`config.mk`:
```
export PLATFORM = sky130hd
export DESIGN_NAME = n163_sndram_arbiter_flat
export DESIGN_NICKNAME = d
export VERILOG_FILES = /design/src/rtl/n163_sndram_arbiter_if.sv /design/src/rtl/n163_sndram_arbiter.sv /design/src/flat_wrapper.sv
export SDC_FILE = /design/constraint.sdc
export NUM_CORES = 1
export LEC_CHECK = 0
export BUFFER_PORTS_ARGS = -buffer_cell sky130_fd_sc_hd__buf_2
export CAP_MARGIN = 20
export CORE_AREA = 5 5 85 87
export CTS_CLUSTER_SIZE = 12
export DETAILED_ROUTE_END_ITERATION = 10
export DIE_AREA = 0 0 90 92
export GPL_TIMING_DRIVEN = 1
export PLACE_DENSITY_LB_ADDON = 0.05
export SKIP_CTS_REPAIR_TIMING = 1
export SLEW_MARGIN = 40
export SYNTH_ARGS = -nofsm -noshare
export SYNTH_HDL_FRONTEND = slang
export SYNTH_SLANG_ARGS = --single-unit
```
`constraint.sdc`:
```
create_clock -name clk -period 1.8 [get_ports clk]
set_input_delay 0 -clock clk [delete_from_list [all_inputs] [get_ports clk]]
set_output_delay 0 -clock clk [all_outputs]
set_load 0.01 [all_outputs]
```
`src/rtl/n163_sndram_arbiter_if.sv`:
```
// Bus bundle for the N163 sound-RAM arbiter: CPU port, mixer request/ack client and RAM port.
// The arbiter connects through the slave modport; its environment uses the master modport.
interface n163_sndram_arbiter_if;
    logic        ce;
    logic        prg_write;
    logic        prg_read;
    logic [15:0] prg_ain;
    logic [7:0]  prg_din;
    logic [7:0]  cpu_dout;
    logic        cpu_oe;
    logic        mix_req;
    logic [6:0]  mix_addr;
    logic        mix_ack;
    logic [7:0]  mix_data;
    logic [6:0]  ram_addr;
    logic        ram_we;
    logic [7:0]  ram_wdata;
    logic [7:0]  ram_rdata;
    logic [3:0]  active_ch;

    modport slave (
        input  ce, prg_write, prg_read, prg_ain, prg_din,
        input  mix_req, mix_addr, ram_rdata,
        output cpu_dout, cpu_oe, mix_ack, mix_data,
        output ram_addr, ram_we, ram_wdata, active_ch
    );

    modport master (
        output ce, prg_write, prg_read, prg_ain, prg_din,
        output mix_req, mix_addr, ram_rdata,
        input  cpu_dout, cpu_oe, mix_ack, mix_data,
        input  ram_addr, ram_we, ram_wdata, active_ch
    );
endinterface

```
`src/rtl/n163_sndram_arbiter.sv`:
```
// Namco 163 sound RAM sequencer: shares one single-port RAM between CPU data-port
// writes/prefetch reads and wavetable mixer fetches; tracks the enabled-channel count.
module n163_sndram_arbiter (
    input  logic                        clk,
    input  logic                        reset,
    n163_sndram_arbiter_if.slave        bus
);
    localparam logic [2:0] ST_IDLE     = 3'd0;
    localparam logic [2:0] ST_WR       = 3'd1;
    localparam logic [2:0] ST_PF_ISSUE = 3'd2;
    localparam logic [2:0] ST_PF_WAIT  = 3'd3;
    localparam logic [2:0] ST_MX_ISSUE = 3'd4;
    localparam logic [2:0] ST_MX_WAIT  = 3'd5;

    logic [2:0] state_reg, state_next;
    logic [6:0] addr_reg, addr_next;
    logic       autoinc_reg, autoinc_next;
    logic       wr_pend_reg, wr_pend_next;
    logic [6:0] wr_addr_reg;
    logic [7:0] wr_data_reg;
    logic       pf_pend_reg, pf_pend_next;
    logic [7:0] prefetch_reg, prefetch_next;
    logic       mix_ack_reg, mix_ack_next;
    logic [7:0] mix_data_reg, mix_data_next;
    logic [6:0] ram_addr_reg, ram_addr_next;
    logic       ram_we_reg, ram_we_next;
    logic [7:0] ram_wdata_reg, ram_wdata_next;
    logic [2:0] nch_reg;

    logic data_sel, addr_sel, wr_now, aw_now, rd_now, pf_set_now, arbitrate;

    assign data_sel   = (bus.prg_ain[15:11] == 5'b01001);
    assign addr_sel   = (bus.prg_ain[15:11] == 5'b11111);
    assign wr_now     = bus.ce & bus.prg_write & data_sel;
    assign aw_now     = bus.ce & bus.prg_write & addr_sel;
    assign rd_now     = bus.ce & bus.prg_read & data_sel;
    assign pf_set_now = aw_now | wr_now | (rd_now & autoinc_reg);

    // addr_next already includes this cycle's CPU event, so a prefetch issued
    // in the same cycle targets the up-to-date address.
    always_comb begin
        addr_next    = addr_reg;
        autoinc_next = autoinc_reg;
        if (aw_now) begin
            addr_next    = bus.prg_din[6:0];
            autoinc_next = bus.prg_din[7];
        end else if ((wr_now || rd_now) && autoinc_reg) begin
            addr_next = addr_reg + 7'd1;
        end
    end

    always_comb begin
        state_next     = state_reg;
        ram_addr_next  = ram_addr_reg;
        ram_we_next    = 1'b0;
        ram_wdata_next = ram_wdata_reg;
        prefetch_next  = prefetch_reg;
        mix_ack_next   = 1'b0;
        mix_data_next  = mix_data_reg;
        wr_pend_next   = wr_pend_reg | wr_now;
        pf_pend_next   = pf_pend_reg | pf_set_now;
        arbitrate      = 1'b0;

        case (state_reg)
            ST_IDLE:     arbitrate = 1'b1;
            ST_WR: begin
                state_next    = ST_PF_ISSUE;
                ram_addr_next = addr_next;
                pf_pend_next  = 1'b0;
            end
            ST_PF_ISSUE: state_next = ST_PF_WAIT;
            // Prefetch data lands here; arbitrating immediately keeps the
            // mixer's worst-case wait at write plus prefetch.
            ST_PF_WAIT: begin
                prefetch_next = bus.ram_rdata;
                arbitrate     = 1'b1;
            end
            ST_MX_ISSUE: state_next = ST_MX_WAIT;
            ST_MX_WAIT: begin
                mix_data_next = bus.ram_rdata;
                mix_ack_next  = 1'b1;
                state_next    = ST_IDLE;
            end
            default:     state_next = ST_IDLE;
        endcase

        if (arbitrate) begin
            state_next = ST_IDLE;
            if (wr_now || wr_pend_reg) begin
                state_next     = ST_WR;
                ram_we_next    = 1'b1;
                ram_addr_next  = wr_now ? addr_reg : wr_addr_reg;
                ram_wdata_next = wr_now ? bus.prg_din : wr_data_reg;
                wr_pend_next   = 1'b0;
            end else if (pf_pend_reg || pf_set_now) begin
                state_next    = ST_PF_ISSUE;
                ram_addr_next = addr_next;
                pf_pend_next  = 1'b0;
            end else if (bus.mix_req && !mix_ack_reg) begin
                state_next    = ST_MX_ISSUE;
                ram_addr_next = bus.mix_addr;
            end
        end
    end

    always_ff @(posedge clk) begin
        if (reset) begin
            state_reg     <= ST_IDLE;
            addr_reg      <= 7'd0;
            autoinc_reg   <= 1'b0;
            wr_pend_reg   <= 1'b0;
            wr_addr_reg   <= 7'd0;
            wr_data_reg   <= 8'd0;
            pf_pend_reg   <= 1'b1;
            prefetch_reg  <= 8'd0;
            mix_ack_reg   <= 1'b0;
            mix_data_reg  <= 8'd0;
            ram_addr_reg  <= 7'd0;
            ram_we_reg    <= 1'b0;
            ram_wdata_reg <= 8'd0;
            nch_reg       <= 3'd0;
        end else begin
            state_reg     <= state_next;
            addr_reg      <= addr_next;
            autoinc_reg   <= autoinc_next;
            wr_pend_reg   <= wr_pend_next;
            pf_pend_reg   <= pf_pend_next;
            prefetch_reg  <= prefetch_next;
            mix_ack_reg   <= mix_ack_next;
            mix_data_reg  <= mix_data_next;
            ram_addr_reg  <= ram_addr_next;
            ram_we_reg    <= ram_we_next;
            ram_wdata_reg <= ram_wdata_next;
            if (wr_now) begin
                wr_addr_reg <= addr_reg;
                wr_data_reg <= bus.prg_din;
                if (addr_reg == 7'h7F)
                    nch_reg <= bus.prg_din[6:4];
            end
        end
    end

    assign bus.cpu_dout  = prefetch_reg;
    assign bus.cpu_oe    = bus.prg_read & data_sel;
    assign bus.mix_ack   = mix_ack_reg;
    assign bus.mix_data  = mix_data_reg;
    assign bus.ram_addr  = ram_addr_reg;
    assign bus.ram_we    = ram_we_reg;
    assign bus.ram_wdata = ram_wdata_reg;
    assign bus.active_ch = {1'b0, nch_reg} + 4'd1;
endmodule

```
`src/flat_wrapper.sv`:
```
// flat-port wrapper written by rule: the top's interface ports become plain ports
module n163_sndram_arbiter_flat 
  (clk, reset, bus_ce, bus_prg_write, bus_prg_read, bus_prg_ain, bus_prg_din, bus_mix_req, bus_mix_addr, bus_ram_rdata, bus_cpu_dout, bus_cpu_oe, bus_mix_ack, bus_mix_data, bus_ram_addr, bus_ram_we, bus_ram_wdata, bus_active_ch);
  n163_sndram_arbiter_if bus_i ();
  input  logic clk;
  input  logic reset;
  input wire logic [$bits(bus_i.ce)-1:0] bus_ce;
  input wire logic [$bits(bus_i.prg_write)-1:0] bus_prg_write;
  input wire logic [$bits(bus_i.prg_read)-1:0] bus_prg_read;
  input wire logic [$bits(bus_i.prg_ain)-1:0] bus_prg_ain;
  input wire logic [$bits(bus_i.prg_din)-1:0] bus_prg_din;
  input wire logic [$bits(bus_i.mix_req)-1:0] bus_mix_req;
  input wire logic [$bits(bus_i.mix_addr)-1:0] bus_mix_addr;
  input wire logic [$bits(bus_i.ram_rdata)-1:0] bus_ram_rdata;
  output wire logic [$bits(bus_i.cpu_dout)-1:0] bus_cpu_dout;
  output wire logic [$bits(bus_i.cpu_oe)-1:0] bus_cpu_oe;
  output wire logic [$bits(bus_i.mix_ack)-1:0] bus_mix_ack;
  output wire logic [$bits(bus_i.mix_data)-1:0] bus_mix_data;
  output wire logic [$bits(bus_i.ram_addr)-1:0] bus_ram_addr;
  output wire logic [$bits(bus_i.ram_we)-1:0] bus_ram_we;
  output wire logic [$bits(bus_i.ram_wdata)-1:0] bus_ram_wdata;
  output wire logic [$bits(bus_i.active_ch)-1:0] bus_active_ch;
  assign bus_i.ce = bus_ce;
  assign bus_i.prg_write = bus_prg_write;
  assign bus_i.prg_read = bus_prg_read;
  assign bus_i.prg_ain = bus_prg_ain;
  assign bus_i.prg_din = bus_prg_din;
  assign bus_i.mix_req = bus_mix_req;
  assign bus_i.mix_addr = bus_mix_addr;
  assign bus_i.ram_rdata = bus_ram_rdata;
  assign bus_cpu_dout = bus_i.cpu_dout;
  assign bus_cpu_oe = bus_i.cpu_oe;
  assign bus_mix_ack = bus_i.mix_ack;
  assign bus_mix_data = bus_i.mix_data;
  assign bus_ram_addr = bus_i.ram_addr;
  assign bus_ram_we = bus_i.ram_we;
  assign bus_ram_wdata = bus_i.ram_wdata;
  assign bus_active_ch = bus_i.active_ch;
  n163_sndram_arbiter u_core (.clk(clk), .reset(reset), .bus(bus_i));
endmodule
```
; ---- Word-level counts from Yosys, hierarchy flattened
; Cells that the tools add are included.
[totals]
register_bits = 64
latch_bits = 0
mem_bits_rw = 0
mem_bits_ro = 0
in_bits = 45
out_inout_bits = 38
word_cells = 71
memories = 0
[classes]
addsub = 2
n_mul = 0
div = 0
magnitude_cmp = 0
n_eq_ne = 9
shifts = 0
n_mux = 23
bitwise_logic = 12
reduce_logical = 11
[op_table]
columns = operator, count
row1 = two-way mux 7 bit, 8
row2 = two-way mux 3 bit, 4
row3 = case mux 3 bit (4 select lines), 1
row4 = two-way mux 1 bit, 9
row5 = two-way mux 8 bit, 1
row6 = adder 7 x 1 -> 7 bit (second input constant), 1
row7 = AND 1 bit, 7
row8 = equality test 7 bit (second input constant), 1
row9 = equality test 3 x 2 -> 1 bit (second input constant), 2
row10 = equality test 3 bit (second input constant), 2
row11 = equality test 5 x 4 -> 1 bit (second input constant), 1
row12 = equality test 5 bit (second input constant), 1
row13 = adder 3 x 1 -> 4 bit (second input constant), 1
row14 = bitwise OR 1 bit, 4
row15 = AND reduction 2 bit, 2
row16 = OR reduction 2 bit, 2
row17 = equality test 3 x 1 -> 1 bit (second input constant), 1
row18 = logical NOT 3 bit, 1
row19 = logical OR 1 bit, 3
row20 = logical AND 1 bit, 2
row21 = != test 2 x 1 -> 1 bit (second input constant), 1
row22 = logical NOT 1 bit, 1
row23 = NOT 1 bit, 1

; ---- Logic depth before layout (Yosys ltp)
[depth]
word_depth = 11
depth_mapped = 8
mapped_depth_nobuf = 7

; ---- Least setup slack after synthesis
; Ideal clock, no wire load.
[synth_timing]
path_type = reg-to-reg
start = register u_core.state_reg[0]
end = register u_core.ram_addr_reg[1] (netlist: u_core.bus.ram_addr[1])
setup_ns = 0.088
arrival_time_ns = 1.655
required_ns = 1.712
setup_slack_ns = 0.057
stages_incl_launch_ff = 7
n_path_buf = 1
period_less_slack_ns = 1.743
cell_sequence = dfxtp_1 clkbuf_1 nor3b_1 nor2_1 a221oi_2 o211ai_1 a311oi_2
[synth_between]
elab_chain_len = 6
elab_cells_between_ends = 10
classes_between = eq/ne: 2 / mux: 6 / reduce/logical: 2
[synth_rtl]
columns = element, line_no
row1 = start: declaration, n163_sndram_arbiter.sv:15  ; logic [2:0] state_reg, state_next;
row2 = start signal: assignment, n163_sndram_arbiter.sv:123  ; state_reg <= state_next;
row3 = equality test 3 x 1 -> 1 bit, n163_sndram_arbiter.sv:64  ; case (state_reg)
row4 = two-way mux 7 bit, n163_sndram_arbiter.sv:64
row5 = two-way mux 7 bit, n163_sndram_arbiter.sv:99  ; end else if (bus.mix_req && !mix_ack_reg) begin
row6 = two-way mux 7 bit, n163_sndram_arbiter.sv:95  ; end else if (pf_pend_reg || pf_set_now) begin
row7 = two-way mux 7 bit, n163_sndram_arbiter.sv:89  ; if (wr_now || wr_pend_reg) begin
row8 = two-way mux 7 bit (*), n163_sndram_arbiter.sv:87  ; if (arbitrate) begin
row9 = end signal: assignment, n163_sndram_arbiter.sv:131  ; ram_addr_reg <= ram_addr_next;
row10 = end: declaration, n163_sndram_arbiter.sv:25  ; logic [6:0] ram_addr_reg, ram_addr_next;
; Mark *: on every way between the ends. The rest lies on a longest branch, timed or not.
; A chain may end at the register's enable or synchronous reset.

; ---- Worst setup path after layout
[layout_timing]
start = register u_core.addr_reg[0]
end = register u_core.ram_addr_reg[4] (netlist: u_core.bus.ram_addr[4])
[layout_between]
elab_chain_len = 8
[layout_rtl]
columns = element, line_no
row1 = start: declaration, n163_sndram_arbiter.sv:16  ; logic [6:0] addr_reg, addr_next;
row2 = start signal: assignment, n163_sndram_arbiter.sv:124  ; addr_reg <= addr_next;
row3 = adder 7 x 1 -> 7 bit (*), n163_sndram_arbiter.sv:48  ; addr_next = addr_reg + 7'd1;
row4 = two-way mux 7 bit (*), n163_sndram_arbiter.sv:47  ; end else if ((wr_now || rd_now) && autoinc_reg) begin
row5 = two-way mux 7 bit (*), n163_sndram_arbiter.sv:44  ; if (aw_now) begin
row6 = two-way mux 7 bit, n163_sndram_arbiter.sv:64
row7 = two-way mux 7 bit, n163_sndram_arbiter.sv:99
row8 = two-way mux 7 bit, n163_sndram_arbiter.sv:95
row9 = two-way mux 7 bit, n163_sndram_arbiter.sv:89
row10 = two-way mux 7 bit (*), n163_sndram_arbiter.sv:87
; Marks and branches as above.

==> results <==
- The flow ran to the end, but the final reports show violations.
- The checks that failed: negative hold slack.
- CTS saw 64 sinks.
- Multiplexer cells account for a little over a tenth of the synthesized area.
- The maximum clock frequency is roughly 580 MHz.
- Counting the buffers created by CTS gives 9.
- Once layout is done, the placed cells without fillers occupy 3914 um^2.
- Setup repair after global routing could not meet its margin everywhere.
- The total cell area at the placement stage is around 3500 um^2.
- The synthesis-to-finish area growth is 38.96%.
- The fraction of layout cells with a size suffix above 1 is 33.18%.
- The clock tree from TritonCTS is done.
- The power density over cell area is ~880 nW/um^2.
- For this block, the initial DRC count from the detailed router was 158.
- The post-CTS clock slew at the launch and capture registers of the worst setup and hold paths is 70 ps.
- Of the total synthesized cell area, the portion taken by XOR and XNOR cells is around 2.2%.
- In the final layout, flip-flops and latches occupy 1282 um^2.
- The fraction of the mapped netlist area in compound gates is 15.82%.
- 0 antenna diodes ended up in the layout.
- The dominant cell type by area after synthesis is sky130_fd_sc_hd__dfxtp_1.
- The DRC violation count after routing is 0.
- Routability-driven placement finished with a final weighted congestion of 0.8906.
- The final number of max-transition violations is 0.
- The die covers 8280 um^2.
- After detailed placement, the design holds a cell count of 491.
- The floorplan step set the die width to 90 um.
- Ranked by total cell area, the synthesized netlist is headed by sky130_fd_sc_hd__dfxtp_1 (45%), sky130_fd_sc_hd__mux2i_1 (11%), sky130_fd_sc_hd__nor2_1 (7.6%).
- The placement row count is 29.
- The count of cell types in the netlist is 50.
- The type of element launching the critical path is a flip-flop.
- The commonest cells after synthesis are sky130_fd_sc_hd__dfxtp_1 (64), sky130_fd_sc_hd__nor2_1 (57), sky130_fd_sc_hd__mux2i_1 (30).
- In this run the clock root is driven by a sky130_fd_sc_hd__clkbuf_8.
- The non-filler instance count after layout is 520.
- The worst-case IR drop observed on VDD is 0.0004944 V.
- The synthesized area divided by synthesized cell count is 8.829 um^2.
- The register-to-register path setup slack is 70 ps.
- Yosys instantiated no cell more often than sky130_fd_sc_hd__dfxtp_1.
- The post-synthesis instance area is 2816 um^2.
- The worst setup skew after layout is 7.000 ps.
- The number of endpoints with negative hold slack in the final report is 5.
- Of the total synthesized cell area, the portion taken by AND, OR, NAND and NOR gates is 21.28%.
- Once detail routing completed, the nets flagged for antenna violations numbered 0.
- The number of warnings reported in the yosys synthesis log is 0.
- The startpoint of the worst setup timing path is u_core.addr_reg[0].
- The routed design could run at a clock period as short as 1733 ps.
- In this run the critical register-to-register path is launched from u_core.addr_reg[0].
- 83 I/O pins were placed.
- The number of detailed-routing iterations run before antenna repair is 4.
- The first global-routing pass estimated 13500 um of wire.
- In this run the biggest area consumer among cell types represents 45.49% of the synthesized area.
- The largest buffer count on any clock path is 2.
- The synthesized design contains 0 enable-type register cells.
- After detailed routing, the number of vias per cell comes to 5.317.
- The synthesized instance count is 319.
- The highest net fanout along the worst path is 2.
- The aggregate global-route resource usage is 20.16%.
- The endpoint of the lowest-slack register-to-register path is u_core.bus.ram_addr[4].
- The total grt overflow is 0.
- The clock reaches the later pin of the worst-skew pair after 340 ps.
- The count of H-tree levels built during CTS is 3.
- The sequential fraction of the synthesis area is 45.49%.
- The hold slack is -21.30 ps.
- The capturing element of the worst setup path is u_core.bus.ram_addr[4].
- The largest net degree at the start of global routing is 36.
- The total via count in the routed design is around 2.8k.
- The synthesized-area fraction occupied by adder cells is 0.8885%.
- The element type at the critical path end is a flip-flop.
- The number of antenna violations at the first check in global routing is 0.
- In the finished design, the share of the clock period the worst path needs comes to just under 100%.
- The effective utilization at floorplan is 44.87%.
- The height of the die is 92 um.
- The floorplan core area is ~6300 um^2.
- The multi-input combinational cell area is 1480 um^2.
- The data arrival at the endpoint of the critical path is slightly below 2000 ps.
- The static leakage is between 1.5 and 2 nW.
- When the netlist entered floorplanning its net count stood at around 370.
- The async set-or-reset flop fraction in the synthesized netlist is 0%.
- The half-perimeter wire length of the detailed placement result is 6160 um.
- The via count of the first global-routing pass is about 2.7k.
- Walking the worst path, the cells encountered are ha_1, nand3_1, nor4_2, mux2i_1, nor3_1, o32ai_1, a21oi_1.
- The number of synthesized register bits is 64.
- The combinational family with the most area after synthesis is simple AND/OR/NAND/NOR gates.
- Setup violations remaining at the end of the flow were counted as 0.
- The data required time at the worst endpoint is approximately 2000 ps.
- The class of the worst hold path is in2reg.
- The overall routed net length is 8403 um.
- The layout has 574 filler cells.
- The slowest cell on the critical path is sky130_fd_sc_hd__dfxtp_2.
- The cell depth of the worst flop-to-flop path is 7.
- At the end of the flow, the number of nets in the layout was 485.
- In the final routed layout, each cell accounts on average for 16.16 um.
- The headroom to the max-slew limit is between 60% and 70%.
- For the pin with the worst max-slew slack, the measured transition is ~590 ps.
- The maximum cell stage delay along the critical path is 340 ps.
- The kind of critical path is reg2reg.
- Max-cap violations in this run came to 0.
- In this run the tool buffered the top-level ports with 71 buffer cells.
- The prevailing post-synth register cell is sky130_fd_sc_hd__dfxtp_1.
-- where the power goes --
| group | switching, W | internal (W) |
|---|---|---|
| clock | 0.000571 | 0.000675 |
| sequential | 0.0000419 | 0.00147 |
| combinational | 0.000353 | 0.000314 |
| total | 0.000966 | 0.00246 |
-- final cells by class --
type,instances,area share [%]
clock buffers,11,3.613
clock inverters,5,1.439
inverters,5,0.4795
multi-input cells,230,37.82
flip-flops and latches,64,32.77
well taps,77,2.462
repair buffers,128,21.42
-- layout by cell type, fill, tap and decap left out, types with 2 or more instances in the layout --
cell and count:
sky130_fd_sc_hd__mux2i_1 30, sky130_fd_sc_hd__buf_4 43, sky130_fd_sc_hd__clkbuf_8 10, sky130_fd_sc_hd__o21bai_1 3
sky130_fd_sc_hd__nor2_2 3, sky130_fd_sc_hd__nand4_1 4, sky130_fd_sc_hd__nor3_1 4, sky130_fd_sc_hd__a221o_1 3
sky130_fd_sc_hd__a211oi_1 14, sky130_fd_sc_hd__nand2_1 28, sky130_fd_sc_hd__or3_1 2, sky130_fd_sc_hd__a221oi_1 3
sky130_fd_sc_hd__o211ai_1 2, sky130_fd_sc_hd__inv_1 5, sky130_fd_sc_hd__o21ai_1 2, sky130_fd_sc_hd__dfxtp_1 63
sky130_fd_sc_hd__nor4_2 2, sky130_fd_sc_hd__a21oi_1 16, sky130_fd_sc_hd__nor2_1 56, sky130_fd_sc_hd__ha_1 2
sky130_fd_sc_hd__buf_2 71, sky130_fd_sc_hd__o21ai_0 2, sky130_fd_sc_hd__nand3_1 9, sky130_fd_sc_hd__xor2_1 4
sky130_fd_sc_hd__a211o_1 2, sky130_fd_sc_hd__nand2b_1 3, sky130_fd_sc_hd__and2_1 4, sky130_fd_sc_hd__dlygate4sd3_1 12
sky130_fd_sc_hd__buf_12 2, sky130_fd_sc_hd__a31oi_1 3, sky130_fd_sc_hd__clkinv_2 2, sky130_fd_sc_hd__nand3b_1 2
sky130_fd_sc_hd__xnor2_1 3
-- kinds of logic after synthesis --
group / after synthesis
and+or+nand+nor: 129
DFF: 64
adders and majority gates: 2
xor gates and xnor gates: 7
muxes: 30
buffers and inverters: 25
AOI/OAI and AO/OA: 62
-- stage by stage --
step / setup TNS (ps) / util, % / setup slack [ps] / total power (W)
final: 0 / 62.35 / 66.88 / 0.003429
after global routing: -24.27 / 62.35 / -24.27 / 0.003585
after CTS: -83.07 / 59.52 / -44.64 / 0.003424
after detailed placement: -250.7 / 56.37 / -104.7 / 0.002172
after global placement: -120.1 / 56.37 / -101.9 / 0.002171
after floorplan: 0 / - / 56.79 / 0.001880
-- critical path: cells and delay by family (launching register included) --
kind	cells	cell delay [ps]
and+or+nand+nor	3	450
DFF	1	340
muxes	1	330
AOI/OAI and AO/OA	2	320
adders and majority gates	1	160
-- metal layers --
metal	GRT usage, %	part of all wire (%)	vias to the layer above
li1	-	-	1366
met1	26.48	45	1309
met2	31.22	47	82
met3	4.664	6.6	8
met4	9.801	1.4	0
met5	0	0	-
-- how the worst min path moves through the flow --
stage	start	end	cells past startpoint	slack, ps
after global placement	bus_ram_rdata[4]	u_core.bus.mix_data[4]	3	240
after floorplan	bus_prg_read	bus_cpu_oe	2	100
after CTS	bus_ram_rdata[2]	u_core.bus.mix_data[2]	3	-110
after detailed placement	bus_ram_rdata[1]	u_core.bus.cpu_dout[1]	3	250
after global routing	bus_prg_din[3]	u_core.wr_data_reg[3]	3	9
final	bus_prg_din[6]	u_core.nch_reg[2]	3	-20
Power figures use the tool's default switching activity.
